`config.mk`:
```
export PLATFORM = sky130hd
export DESIGN_NAME = alu_issue_ctrl_flat
export DESIGN_NICKNAME = d
export VERILOG_FILES = /design/src/rtl/alu_pkg.sv /design/src/rtl/alu_issue_ctrl_if.sv /design/src/rtl/alu_issue_fsm.sv /design/src/rtl/alu_issue_ctrl.sv /design/src/flat_wrapper.sv
export SDC_FILE = /design/constraint.sdc
export NUM_CORES = 1
export LEC_CHECK = 0
export CORE_ASPECT_RATIO = 1.2
export CORE_UTILIZATION = 44
export DETAILED_ROUTE_END_ITERATION = 12
export GPL_TIMING_DRIVEN = 0
export PLACE_DENSITY = 0.8
export SYNTH_ARGS = -nofsm -noshare
export SYNTH_HDL_FRONTEND = slang
export SYNTH_SLANG_ARGS = --single-unit
export TNS_END_PERCENT = 1
```
`constraint.sdc`:
```
create_clock -name clk -period 2.73 [get_ports clk]
set_clock_uncertainty 0.15 [all_clocks]
set_input_delay 0.273 -clock clk [delete_from_list [all_inputs] [get_ports clk]]
set_output_delay 0.273 -clock clk [all_outputs]
set_load 0.03 [all_outputs]
```
`src/rtl/alu_pkg.sv`:
```
// alu_pkg
// Shared definitions for the ALU issue/retire stage: default datapath
// width, ALU opcode constants, FSM state encoding and a helper that
// tells whether an opcode produces a meaningful carry/borrow.
// No ports (package).

package alu_pkg;

    localparam int ALU_WIDTH = 8;

    localparam logic [3:0] OP_ADD   = 4'b0000;
    localparam logic [3:0] OP_SUB   = 4'b0001;
    localparam logic [3:0] OP_AND   = 4'b0010;
    localparam logic [3:0] OP_OR    = 4'b0011;
    localparam logic [3:0] OP_NAND  = 4'b0100;
    localparam logic [3:0] OP_XOR   = 4'b0101;
    localparam logic [3:0] OP_NOR   = 4'b0110;
    localparam logic [3:0] OP_NOT   = 4'b0111;
    localparam logic [3:0] OP_ADD1  = 4'b1000;
    localparam logic [3:0] OP_SUB1  = 4'b1001;
    localparam logic [3:0] OP_AND1  = 4'b1010;
    localparam logic [3:0] OP_OR1   = 4'b1011;
    localparam logic [3:0] OP_NAND1 = 4'b1100;
    localparam logic [3:0] OP_XOR1  = 4'b1101;
    localparam logic [3:0] OP_NOR1  = 4'b1110;
    localparam logic [3:0] OP_NOT1  = 4'b1111;

    typedef enum logic [1:0] {
        IDLE = 2'd0,
        EXEC = 2'd1,
        RESP = 2'd2
    } state_t;

    // Only the add/subtract family (x00x) drives a real carry out of the ALU;
    // for every other opcode the ALU carry line is meaningless.
    function automatic logic op_has_carry(input logic [3:0] op);
        return (op[2:1] == 2'b00);
    endfunction

endpackage

```
`src/rtl/alu_issue_ctrl_if.sv`:
```
// alu_issue_ctrl_if
// Command and result handshake channels of the ALU issue stage.
//   cmd_*  : command channel (valid/ready), operands, opcode, accumulator select
//   res_*  : result channel (valid/ready), captured result and flags
// Modports: master = command producer / result consumer, slave = issue stage.

interface alu_issue_ctrl_if
    import alu_pkg::*;
#(
    parameter int WIDTH = ALU_WIDTH
) ();

    logic             cmd_valid;
    logic             cmd_ready;
    logic [3:0]       cmd_op;
    logic [WIDTH-1:0] cmd_a;
    logic [WIDTH-1:0] cmd_b;
    logic             cmd_use_acc;

    logic             res_valid;
    logic             res_ready;
    logic [WIDTH-1:0] res_data;
    logic             res_carry;
    logic             res_zero;

    modport master (
        output cmd_valid, cmd_op, cmd_a, cmd_b, cmd_use_acc, res_ready,
        input  cmd_ready, res_valid, res_data, res_carry, res_zero
    );

    modport slave (
        input  cmd_valid, cmd_op, cmd_a, cmd_b, cmd_use_acc, res_ready,
        output cmd_ready, res_valid, res_data, res_carry, res_zero
    );

endinterface

```
`src/rtl/alu_issue_fsm.sv`:
```
// alu_issue_fsm
// Control FSM of the ALU issue stage: state register, settle counter and
// handshake outputs. One operation is in flight at a time.
// Ports:
//   clk, rst_n  : clock, asynchronous active-low reset
//   cmd_valid   : command offered          res_ready : consumer takes result
//   cmd_ready   : ready for a command      res_valid : result available
//   accept      : command accepted at this edge (load operands)
//   capture     : ALU output sampled at this edge
//   busy        : in EXEC (accumulator clear is ignored there)

module alu_issue_fsm
    import alu_pkg::*;
#(
    parameter int SETTLE = 1
) (
    input  logic clk,
    input  logic rst_n,
    input  logic cmd_valid,
    input  logic res_ready,
    output logic cmd_ready,
    output logic res_valid,
    output logic accept,
    output logic capture,
    output logic busy
);

    localparam int CW = (SETTLE > 1) ? $clog2(SETTLE) : 1;
    localparam logic [CW-1:0] CNT_LOAD = CW'(SETTLE - 1);

    state_t        state, state_next;
    logic [CW-1:0] cnt, cnt_next;
    logic          res_valid_next;

    always_ff @(posedge clk or negedge rst_n) begin
        if (!rst_n) begin
            state     <= IDLE;
            cnt       <= '0;
            res_valid <= 1'b0;
        end else begin
            state     <= state_next;
            cnt       <= cnt_next;
            res_valid <= res_valid_next;
        end
    end

    // The counter is loaded with SETTLE-1 on accept, so the capture edge is
    // exactly SETTLE edges after the accepting edge.
    always_comb begin
        state_next     = state;
        cnt_next       = cnt;
        res_valid_next = res_valid;
        cmd_ready      = 1'b0;
        accept         = 1'b0;
        capture        = 1'b0;
        busy           = 1'b0;
        case (state)
            IDLE: begin
                cmd_ready = 1'b1;
                if (cmd_valid) begin
                    accept     = 1'b1;
                    cnt_next   = CNT_LOAD;
                    state_next = EXEC;
                end
            end
            EXEC: begin
                busy = 1'b1;
                if (cnt != '0) begin
                    cnt_next = cnt - 1'b1;
                end else begin
                    capture        = 1'b1;
                    res_valid_next = 1'b1;
                    state_next     = RESP;
                end
            end
            RESP: begin
                if (res_ready) begin
                    res_valid_next = 1'b0;
                    state_next     = IDLE;
                end
            end
            default: state_next = IDLE;
        endcase
    end

endmodule

```
`src/rtl/alu_issue_ctrl.sv`:
```
// alu_issue_ctrl
// Issue/retire stage around an external 8-bit combinational ALU. Accepts a
// command, holds registered operands on the ALU for SETTLE cycles, captures
// the result with carry/zero flags, keeps an accumulator for chaining and
// counts retired operations (saturating).
// Ports:
//   clk, rst_n          : clock, asynchronous active-low reset
//   bus (slave)         : command / result handshake channels
//   acc_clr             : synchronous accumulator clear
//   alu_x/alu_y/alu_cntrl : registered operands and opcode to the ALU
//   alu_out/alu_carry   : ALU result and carry/borrow
//   acc                 : accumulator value
//   op_count            : retired operations, saturating

module alu_issue_ctrl
    import alu_pkg::*;
#(
    parameter int WIDTH  = ALU_WIDTH,
    parameter int SETTLE = 1,
    parameter int CNTW   = 16
) (
    input  logic                clk,
    input  logic                rst_n,
    alu_issue_ctrl_if.slave     bus,
    input  logic                acc_clr,
    output logic [WIDTH-1:0]    alu_x,
    output logic [WIDTH-1:0]    alu_y,
    output logic [3:0]          alu_cntrl,
    input  logic [WIDTH-1:0]    alu_out,
    input  logic                alu_carry,
    output logic [WIDTH-1:0]    acc,
    output logic [CNTW-1:0]     op_count
);

    logic             cmd_ready;
    logic             res_valid;
    logic             accept;
    logic             capture;
    logic             busy;
    logic [WIDTH-1:0] res_data;
    logic             res_carry;
    logic             res_zero;

    alu_issue_fsm #(
        .SETTLE (SETTLE)
    ) u_fsm (
        .clk       (clk),
        .rst_n     (rst_n),
        .cmd_valid (bus.cmd_valid),
        .res_ready (bus.res_ready),
        .cmd_ready (cmd_ready),
        .res_valid (res_valid),
        .accept    (accept),
        .capture   (capture),
        .busy      (busy)
    );

    assign bus.cmd_ready = cmd_ready;
    assign bus.res_valid = res_valid;
    assign bus.res_data  = res_data;
    assign bus.res_carry = res_carry;
    assign bus.res_zero  = res_zero;

    // Operands are sampled only on the accepting edge; the accumulator read
    // here is the pre-clear value even if acc_clr is high in the same cycle.
    always_ff @(posedge clk or negedge rst_n) begin
        if (!rst_n) begin
            alu_x     <= '0;
            alu_y     <= '0;
            alu_cntrl <= '0;
        end else if (accept) begin
            alu_x     <= bus.cmd_use_acc ? acc : bus.cmd_a;
            alu_y     <= bus.cmd_b;
            alu_cntrl <= bus.cmd_op;
        end
    end

    // Result registers hold their value after retire until the next capture.
    always_ff @(posedge clk or negedge rst_n) begin
        if (!rst_n) begin
            res_data  <= '0;
            res_carry <= 1'b0;
            res_zero  <= 1'b0;
        end else if (capture) begin
            res_data  <= alu_out;
            res_carry <= op_has_carry(alu_cntrl) ? alu_carry : 1'b0;
            res_zero  <= (alu_out == '0);
        end
    end

    // A capture write wins over acc_clr; clear is ignored throughout EXEC.
    always_ff @(posedge clk or negedge rst_n) begin
        if (!rst_n) begin
            acc <= '0;
        end else if (capture) begin
            acc <= alu_out;
        end else if (acc_clr && !busy) begin
            acc <= '0;
        end
    end

    always_ff @(posedge clk or negedge rst_n) begin
        if (!rst_n) begin
            op_count <= '0;
        end else if (capture && (op_count != '1)) begin
            op_count <= op_count + 1'b1;
        end
    end

endmodule

```
`src/flat_wrapper.sv`:
```
// flat-port wrapper written by rule: the top's interface ports become plain ports
module alu_issue_ctrl_flat import alu_pkg::*;
#(
    parameter int WIDTH  = ALU_WIDTH,
    parameter int SETTLE = 1,
    parameter int CNTW   = 16
)
  (clk, rst_n, acc_clr, alu_x, alu_y, alu_cntrl, alu_out, alu_carry, acc, op_count, bus_cmd_valid, bus_cmd_op, bus_cmd_a, bus_cmd_b, bus_cmd_use_acc, bus_res_ready, bus_cmd_ready, bus_res_valid, bus_res_data, bus_res_carry, bus_res_zero);
  alu_issue_ctrl_if #(.WIDTH(WIDTH)) bus_i ();
  input  logic clk;
  input  logic rst_n;
  input  logic acc_clr;
  output logic [WIDTH-1:0] alu_x;
  output logic [WIDTH-1:0] alu_y;
  output logic [3:0] alu_cntrl;
  input  logic [WIDTH-1:0] alu_out;
  input  logic alu_carry;
  output logic [WIDTH-1:0] acc;
  output logic [CNTW-1:0] op_count;
  input wire logic [$bits(bus_i.cmd_valid)-1:0] bus_cmd_valid;
  input wire logic [$bits(bus_i.cmd_op)-1:0] bus_cmd_op;
  input wire logic [$bits(bus_i.cmd_a)-1:0] bus_cmd_a;
  input wire logic [$bits(bus_i.cmd_b)-1:0] bus_cmd_b;
  input wire logic [$bits(bus_i.cmd_use_acc)-1:0] bus_cmd_use_acc;
  input wire logic [$bits(bus_i.res_ready)-1:0] bus_res_ready;
  output wire logic [$bits(bus_i.cmd_ready)-1:0] bus_cmd_ready;
  output wire logic [$bits(bus_i.res_valid)-1:0] bus_res_valid;
  output wire logic [$bits(bus_i.res_data)-1:0] bus_res_data;
  output wire logic [$bits(bus_i.res_carry)-1:0] bus_res_carry;
  output wire logic [$bits(bus_i.res_zero)-1:0] bus_res_zero;
  assign bus_i.cmd_valid = bus_cmd_valid;
  assign bus_i.cmd_op = bus_cmd_op;
  assign bus_i.cmd_a = bus_cmd_a;
  assign bus_i.cmd_b = bus_cmd_b;
  assign bus_i.cmd_use_acc = bus_cmd_use_acc;
  assign bus_i.res_ready = bus_res_ready;
  assign bus_cmd_ready = bus_i.cmd_ready;
  assign bus_res_valid = bus_i.res_valid;
  assign bus_res_data = bus_i.res_data;
  assign bus_res_carry = bus_i.res_carry;
  assign bus_res_zero = bus_i.res_zero;
  alu_issue_ctrl #(.WIDTH(WIDTH), .SETTLE(SETTLE), .CNTW(CNTW)) u_core (.clk(clk), .rst_n(rst_n), .bus(bus_i), .acc_clr(acc_clr), .alu_x(alu_x), .alu_y(alu_y), .alu_cntrl(alu_cntrl), .alu_out(alu_out), .alu_carry(alu_carry), .acc(acc), .op_count(op_count));
endmodule
```
# After elaboration in Yosys (flattened, before gate mapping)
# Index checks and enable logic that the tools add are counted.
dict set report totals {
  register_bits 58
  latch_bits 0
  ramBits 0
  mem_bits_ro 0
  input_bits 35
  out_inout_bits 56
  word_cells 51
  memories 0
}
dict set report op_classes {
  n_addsub 2
  multipliers 0
  n_div 0
  n_lt_le_gt_ge 0
  eq_ne 6
  n_shift 0
  n_mux 20
  bitwise_logic 0
  n_reduce_logical 12
}
# cell count
set ops {}
lappend ops {{$mux W8} 3}
lappend ops {{$add A16 B1 Y16 const B} 1}
lappend ops {{$ne A16 B16 Y1 const B} 1}
lappend ops {{$mux W1} 11}
lappend ops {{$logic_not A8 Y1} 1}
lappend ops {{$mux W2} 3}
lappend ops {{$ne A2 B2 Y1 const B} 3}
lappend ops {{$pmux W2 S3} 1}
lappend ops {{$reduce_and A3 Y1} 2}
lappend ops {{$reduce_bool A2 Y1} 3}
lappend ops {{$logic_not A2 Y1} 2}
lappend ops {{$pmux W1 S2} 2}
lappend ops {{$eq A2 B1 Y1 const B} 1}
lappend ops {{$eq A2 B2 Y1 const B} 1}
lappend ops {{$logic_and A1 B1 Y1} 2}
lappend ops {{$reduce_and A2 Y1} 1}
lappend ops {{$logic_not A1 Y1} 1}
lappend ops {{$sub A1 B1 Y1 const B} 1}

# Depth between registers and ports, before layout
dict set report logic_depth {
  depth_word 6
  mapped_depth 6
  mapped_depth_nobuf 5
}

# By module
# A second synthesis with hierarchy kept.
dict set report hier_totals {
  hier_cells 193
  area_unflattened_um2 2451.1
}
# module n_inst cells_each area_each_um2 seq_area_each_um2
set modules_own_cells {}
lappend modules_own_cells {alu_issue_ctrl 1 180 2309.7 1351.3}
lappend modules_own_cells {alu_issue_fsm 1 13 141.4 75.1}

# Least setup slack after synthesis
# No wires, ideal clock.
dict set report synth_timing {
  kind {reg2reg}
  startpoint {reg u_core.op_count[0]}
  endpoint {reg u_core.op_count[1]}
  setup_time_ps 125
  t_arrival_ps 1876
  required_time_ps 2455
  setup_slack_ps 579
  stages_incl_launch_ff 7
  n_path_buf 1
  synth_period_minus_slack_ps 2151
  cell_sequence {dfrtp_1 -> ha_1 -> nand3_1 -> or4_4 -> buf_6 -> nand2_4 -> mux2_4}
}
dict set report synth_via {
  elab_chain_cells 2
  elab_cells_between_ends 3
  classes_between {add/sub: 1; eq/ne: 1; reduce/logical: 1}
}
# element line_no
set synth_lines {}
lappend synth_lines {{start, declared} alu_issue_ctrl.sv:32} ;# output logic [CNTW-1:0] op_count
lappend synth_lines {{start signal, assigned} alu_issue_ctrl.sv:106} ;# op_count <= op_count + 1'b1;
lappend synth_lines {{branches (longest 2 deep; another with $add A16 B1 Y16)} --}
# Parallel ways; which one is timed is not known.
# A chain may end at the register's enable or synchronous reset.

# Final worst setup path
dict set report layout_timing {
  startpoint {reg u_core.u_fsm.state[1]}
  endpoint {out bus_cmd_ready}
}
dict set report layout_via {
  elab_chain_cells 2
}
# element line_no
set layout_lines {}
lappend layout_lines {{start, declared} alu_issue_fsm.sv:31} ;# state_t state, state_next;
lappend layout_lines {{start signal, assigned} alu_issue_fsm.sv:41} ;# state <= state_next;
lappend layout_lines {{$logic_not A2 Y1} alu_issue_fsm.sv:57} ;# case (state)
lappend layout_lines {{$mux W1} alu_issue_fsm.sv:57}
lappend layout_lines {{end, declared} flat_wrapper.sv:26} ;# output wire logic [$bits(bus_i.cmd_ready)-1:0] bus_cmd_ready;
# No other way between the ends.

==> results.md <==
- Buf/Inv on CP: 1
- Total CTS buffers: 9
- CP required: roughly 2.3 ns
- Area grow syn2layout: 49.82%
- Core Box Area: approximately 0.0053 sq mm
- # clock sinks: 57
- Clock-pin slew on the worst setup and hold paths: about 0.060 ns
- Worst-Margin Slew: ~0.74 ns
- Die Footprint: 0.005723 sq mm
- Worst-path fanout max: 5
- Maxcap violations: 0
- Antenna violations before repair: 0
- Final ANT Viol Nets: 0
- Number of top-level pins: between 90 and 100
- Vias/cell: 5.083
- Share of the synthesized area in the top cell type: between 50% and 60%
- Via count: about 1,900
- Crit path max-delay cell type: clkdlybuf4s50_1
- GPL Wtd Cong: between 0.7 and 0.8
- Distinct cells, synth: 31
- Root Buffer: clkbuf_8
- GRT overflow: 0
- Total GRT Usage: 19.40%
- Leakage: 1.593 nW
- Crit end category: output port
- Max clock buf depth: 2
- Worst-Skew Late Latency: roughly 0.33 ns
- Final setup fails: 0
- Most area-hungry cell type in the Yosys netlist: dfrtp_1
- # rows: 29
- Synth Register Bits: 57
- Gate Count Post-Synth: between 200 and 250
- HPWL after DPL: ~4.0 mm
- Fin. Hold Viols: 0
- N_diodes: 0
- Area post-placement: about 0.0034 sq mm
- Commonest non-fill, non-tap cell in the layout: clkdlybuf4s50_1
- Crit path launch type: flop
- Routed wire per std cell: roughly 14 um
- Worst endpoint data arrival time: approximately 1.6 ns
- Critical path class: reg2out
- Final Routed Wirelength: 5.422 mm
- Final net count: approximately 350
- Avg Inst Size Synth: 11.53 sq um
- Post-Syn Nets: approximately 240
- Top area cells in the synthesized netlist: dfrtp_1 60%, nand2_1 5.8%, mux2_2 5.7%
- Total Power: a little over 4 mW
- CP delay by family, top: buffers and inverters
- Top FF cell, synth: dfrtp_1
- Post-route clock period utilization: between 70% and 80%
- Starting Density: a little under half
- Port buffer count: 89
- Outcome: completed
- DRC errors left: 0
- Critical path's largest stage delay: ~0.69 ns
- Number of synthesized flops with an enable pin: 0
- Commonest cells after routing, fill and taps aside: 88 x clkdlybuf4s50_1, 57 x dfrtp_1, 37 x nand2_1, 15 x nor2_1, 12 x mux2_2
- Worst VDD drop: roughly 0.00065 V
- Die X: 69.23 um
- Finished layout cell area: around 0.0036 sq mm
- Slew HR: 50.35%
- Critical-path cell list: nor2_1 -> clkdlybuf4s50_1
- Slew Viols, Final: 0
- Synth async-reset ratio: 100.0%
- Sequential fraction of the synthesis area: between 50% and 60%
- Pwr per Cell Area: 1139 mW/mm^2
- DRT iter0 DRCs: 97
- Max Fclk: roughly 490 MHz
- Number of global-route vias before repair: ~1,800
- RSZ-0062 raised after global routing: no
- Largest net degree at the start of global routing: 30
- Fraction of layout cells with a size suffix above 1: a little under an eighth
- Worst min path class: reg2reg
- First-pass GRT wire length: between 8 and 9 mm
- Pre-antenna DRT Iters: 6
- CTS tree: done
- Die Height: approximately 83 um
- Synthesized cell area: approximately 0.0024 sq mm
- Min cycle time layout: between 2 and 2.5 ns
- Synth warnings: 0
- CTS HTree Levels: 3
==> tightest hold or removal path, stage by stage, from the launching register on <==
cell	delay, ns
dfrtp_1	0.34
nand2_1	0.05
nand2_1	0.06
==> through the flow <==
step / hold slack, ns / std cells / setup WS, ns / TNS (ns) / utilization (%)
after floorplan: -0.1726 / 207 / 0.5792 / 0 / -
after global placement: 0.3099 / 358 / -0.4936 / -28.03 / 63.76
after detailed placement: 0.1877 / 359 / 0.7039 / 0 / 64.04
after CTS: 0.3342 / 375 / 0.6768 / 0 / 67.94
after global routing: 0.3650 / 375 / 0.5820 / 0 / 67.94
final: 0.3283 / 375 / 0.6870 / 0 / 67.94
==> repair_timing <==
action	4_1_cts	5_1_grt
endpoints found under the hold margin	28	0
setup buffers	0	0
gates resized for setup	0	0
hold buffers	1	0
==> where the power goes <==
group	total, mW	switching (mW)	leakage, nW	internal (mW)
Clock	0.777	0.315	0.102	0.463
Combinational	1.90	1.06	0.775	0.836
Sequential	1.40	0.235	0.716	1.16
==> cell usage after synthesis (4+ instances only) <==
library cell and count:
nand3_1 8, nor4_1 4, nor2_1 15, a21oi_1 9, mux2i_1 8, a22o_1 8
xnor2_1 9, dfrtp_1 57, nand4_1 6, xor2_1 5, nand2_1 37, mux2_2 12
==> kinds of logic after synthesis <==
group | synth area share [%]
AOI/OAI and AO/OA | 5.611
xor gates and xnor gates | 5.139
adders and majority gates | 0.5243
buffers and inverters | 1.835
DFF | 59.78
muxes | 9.649
and+or+nand+nor | 17.46
==> final cells by class <==
type	count	area, sq um
sequential	57	1426
clock buffer	12	155.1
inverter	1	3.754
fill	409	1687
timing repair buffer	91	915.9
tap	62	77.57
buffer	8	40.04
clock inverter	3	40.04
multi-input combinational	141	915.9
==> path summary, 6_finish.rpt <==
kind	depth (start not counted)	to	slack, ns	from
min reg2reg	2	u_core.bus.res_data[4]	0.33	u_core.bus.res_data[4]
max reg2reg	6	u_core.op_count[1]	0.69	u_core.op_count[0]
max	2	bus_cmd_ready	0.69	u_core.u_fsm.state[1]
min in group asynchronous	2	u_core.alu_x[1]	0.35	rst_n
max in group asynchronous	3	u_core.op_count[7]	1.50	rst_n
min	2	u_core.bus.res_data[4]	0.33	u_core.bus.res_data[4]
==> layer usage <==
| metal | GRT usage (%) | vias to the layer above | wire length (um) |
|---|---|---|---|
| met4 | 12.04 | 0 | 132 |
| met3 | 4.005 | 12 | 237 |
| met1 | 24.51 | 916 | 2387 |
| met2 | 30.97 | 56 | 2664 |
| met5 | 0 | - | 0 |
| li1 | - | 922 | - |
==> flip-flops by register name, summed over array words and instances, names as in the netlist <==
register / count
u_core.acc: 8
u_core.op_count: 16
u_core.bus.res_carry: 1
u_core.u_fsm.res_valid: 1
u_core.u_fsm.state: 2
u_core.alu_y: 8
u_core.alu_x: 8
u_core.alu_cntrl: 4
u_core.bus.res_data: 8
u_core.bus.res_zero: 1
No activity file was read; power rests on OpenSTA's default activity.
==> RTL edit: new RTL, same settings <==
Register the output `op_count` once more; this adds one clock of latency there. The other outputs are not delayed to match.
--- a/src/rtl/alu_issue_ctrl.sv
+++ b/src/rtl/alu_issue_ctrl.sv
@@ -31,6 +31,8 @@
     output logic [WIDTH-1:0]    acc,
     output logic [CNTW-1:0]     op_count
 );
+
+    logic [CNTW-1:0] op_count_s0;
 
     logic             cmd_ready;
     logic             res_valid;
@@ -101,10 +103,14 @@
 
     always_ff @(posedge clk or negedge rst_n) begin
         if (!rst_n) begin
-            op_count <= '0;
-        end else if (capture && (op_count != '1)) begin
-            op_count <= op_count + 1'b1;
+            op_count_s0 <= '0;
+        end else if (capture && (op_count_s0 != '1)) begin
+            op_count_s0 <= op_count_s0 + 1'b1;
         end
+    end
+
+    always_ff @(posedge clk) begin
+        op_count <= op_count_s0;
     end
 
 endmodule
Formal check against the unedited RTL: not equivalent (a bounded check fails within 4 cycles, from zero or initial values and one cycle with rst_n low).
==> RTL edit against the original RTL <==
- cell area is 10% higher
- setup slack worse by 210 ps
- highest routed layer unchanged
- total power is 8.7% higher
- sequential cell count is 16 higher
- sequential power is 20% higher
- area after synthesis is 13% higher
- die area is 13% higher
- routed wire length is 5.6% higher
- critical endpoint is now u_core.op_count_s0[1]
==> RTL edit: results (changes against the original RTL) <==
[synth]
synthTopCellsByCount = 57 x dfrtp_1, 49 x nand2_1, 16 x dfxtp_1, 16 x nor2_1, 13 x mux2_2
netlist_instances = 229  ; +11%
synth_nets = 265  ; +9.1%
synthDistinctLibCells = 33  ; +6.5%
synthTopCellsByArea = dfrtp_1 53%, dfxtp_1 12%, nand2_1 6.8%, mux2_2 5.4%, mux2i_1 3.3%

[placement]
hpwl_mm = 4.14  ; +4.3%
pre_cts_slack_ps = 521  ; -183 ps
gp_congestion = 0.804  ; +6.9%

[critical_path]
r2r_end = u_core.op_count_s0[1]
cpPeakStageDelay_ps = 540  ; -150 ps
worstPathMaxFanout = 9  ; +4
timing.rr.start = u_core.op_count_s0[0]
cp.arrival_ps = 2340  ; +720 ps
reg2regPathDepth = 5  ; -1
cpMaxStageDelayCell = nor4_4

[global_route]
grt_max_degree = 37  ; +23%
grt_util_met3 = 0.0806  ; +0.0405
grt_pass1_vias = 2113  ; +18%
grt_util_met1 = 0.228  ; -0.0173

[drt]
wl_met1_mm = 2.28  ; -4.4%
routed_via_density = 4.86  ; -4.3%
wl_met2_mm = 2.81  ; +5.4%
wl_met3_um = 505  ; +110%
drt_first_iter_violations = 140  ; +44%

[sta]
tightest_slew_ps = 538  ; -201 ps
holdWs_ps = 281  ; -46.9 ps

[cts]
clk_latency_ps = 350  ; +20 ps

[layout]
drive_gt1_frac = 0.116  ; +0.00106
num-fill-cells = 454  ; +11%

[outcome]
outcome = complete, no violations

[power_and_ir_drop]
ir_drop_uv = 1040  ; +60%

[hold_path]
hold_class = in -> async

-- RTL edit: kinds of logic (layout without fill, tap and decap cells) --
family	count (synthesis)	after routing	synth area share
and+or+nand+nor	96	96	0.174
DFF	73	73	0.646
muxes	23	23	0.0916
AOI/OAI and AO/OA	16	16	0.0324
xor gates and xnor gates	12	12	0.0389
buffers and inverters	8	115	0.0125
adders and majority gates	1	1	0.00462
-- RTL edit: layout make-up --
class / count / area, um^2 / area share
timing repair buffer: 91 / 916 / 0.233
multi-input combinational: 148 / 925 / 0.235
sequential: 73 / 1750 / 0.443
clock inverter: 4 / 30.0 / 0.00762
tap: 80 / 100 / 0.0254
buffer: 6 / 26.3 / 0.00667
clock buffer: 12 / 188 / 0.0476
inverter: 2 / 7.51 / 0.00191
-- RTL edit: power groups by stage --
stage                     clock [uW]  sequential (uW)  combinational (uW)
after floorplan                    0             2260                 466
after global placement             0             1690                1850
after detailed placement           0             1700                1880
after CTS                        889             1680                1890
after global routing             934             1740                1990
final                            877             1680                1870
-- RTL edit: worst max-delay path by stage --
| stage | cells past startpoint | to | startpoint |
|---|---|---|---|
| global route | 5 | u_core.op_count_s0[1] | u_core.op_count_s0[0] |
| floorplan | 5 | u_core.op_count_s0[1] | u_core.op_count_s0[0] |
| global placement | 1 | u_core.bus.res_data[3] | rst_n |
| finish | 5 | u_core.op_count_s0[1] | u_core.op_count_s0[0] |
| detailed placement | 5 | u_core.op_count_s0[1] | u_core.op_count_s0[0] |
| CTS | 5 | u_core.op_count_s0[1] | u_core.op_count_s0[0] |
-- RTL edit: what timing repair did --
| action | in CTS | in global routing |
|---|---|---|
| hold endpoints to repair | 21 | 0 |
| hold buffers | 1 | 0 |
| endpoints found under the setup margin | 0 | 0 |
| setup buffers | 0 | 0 |
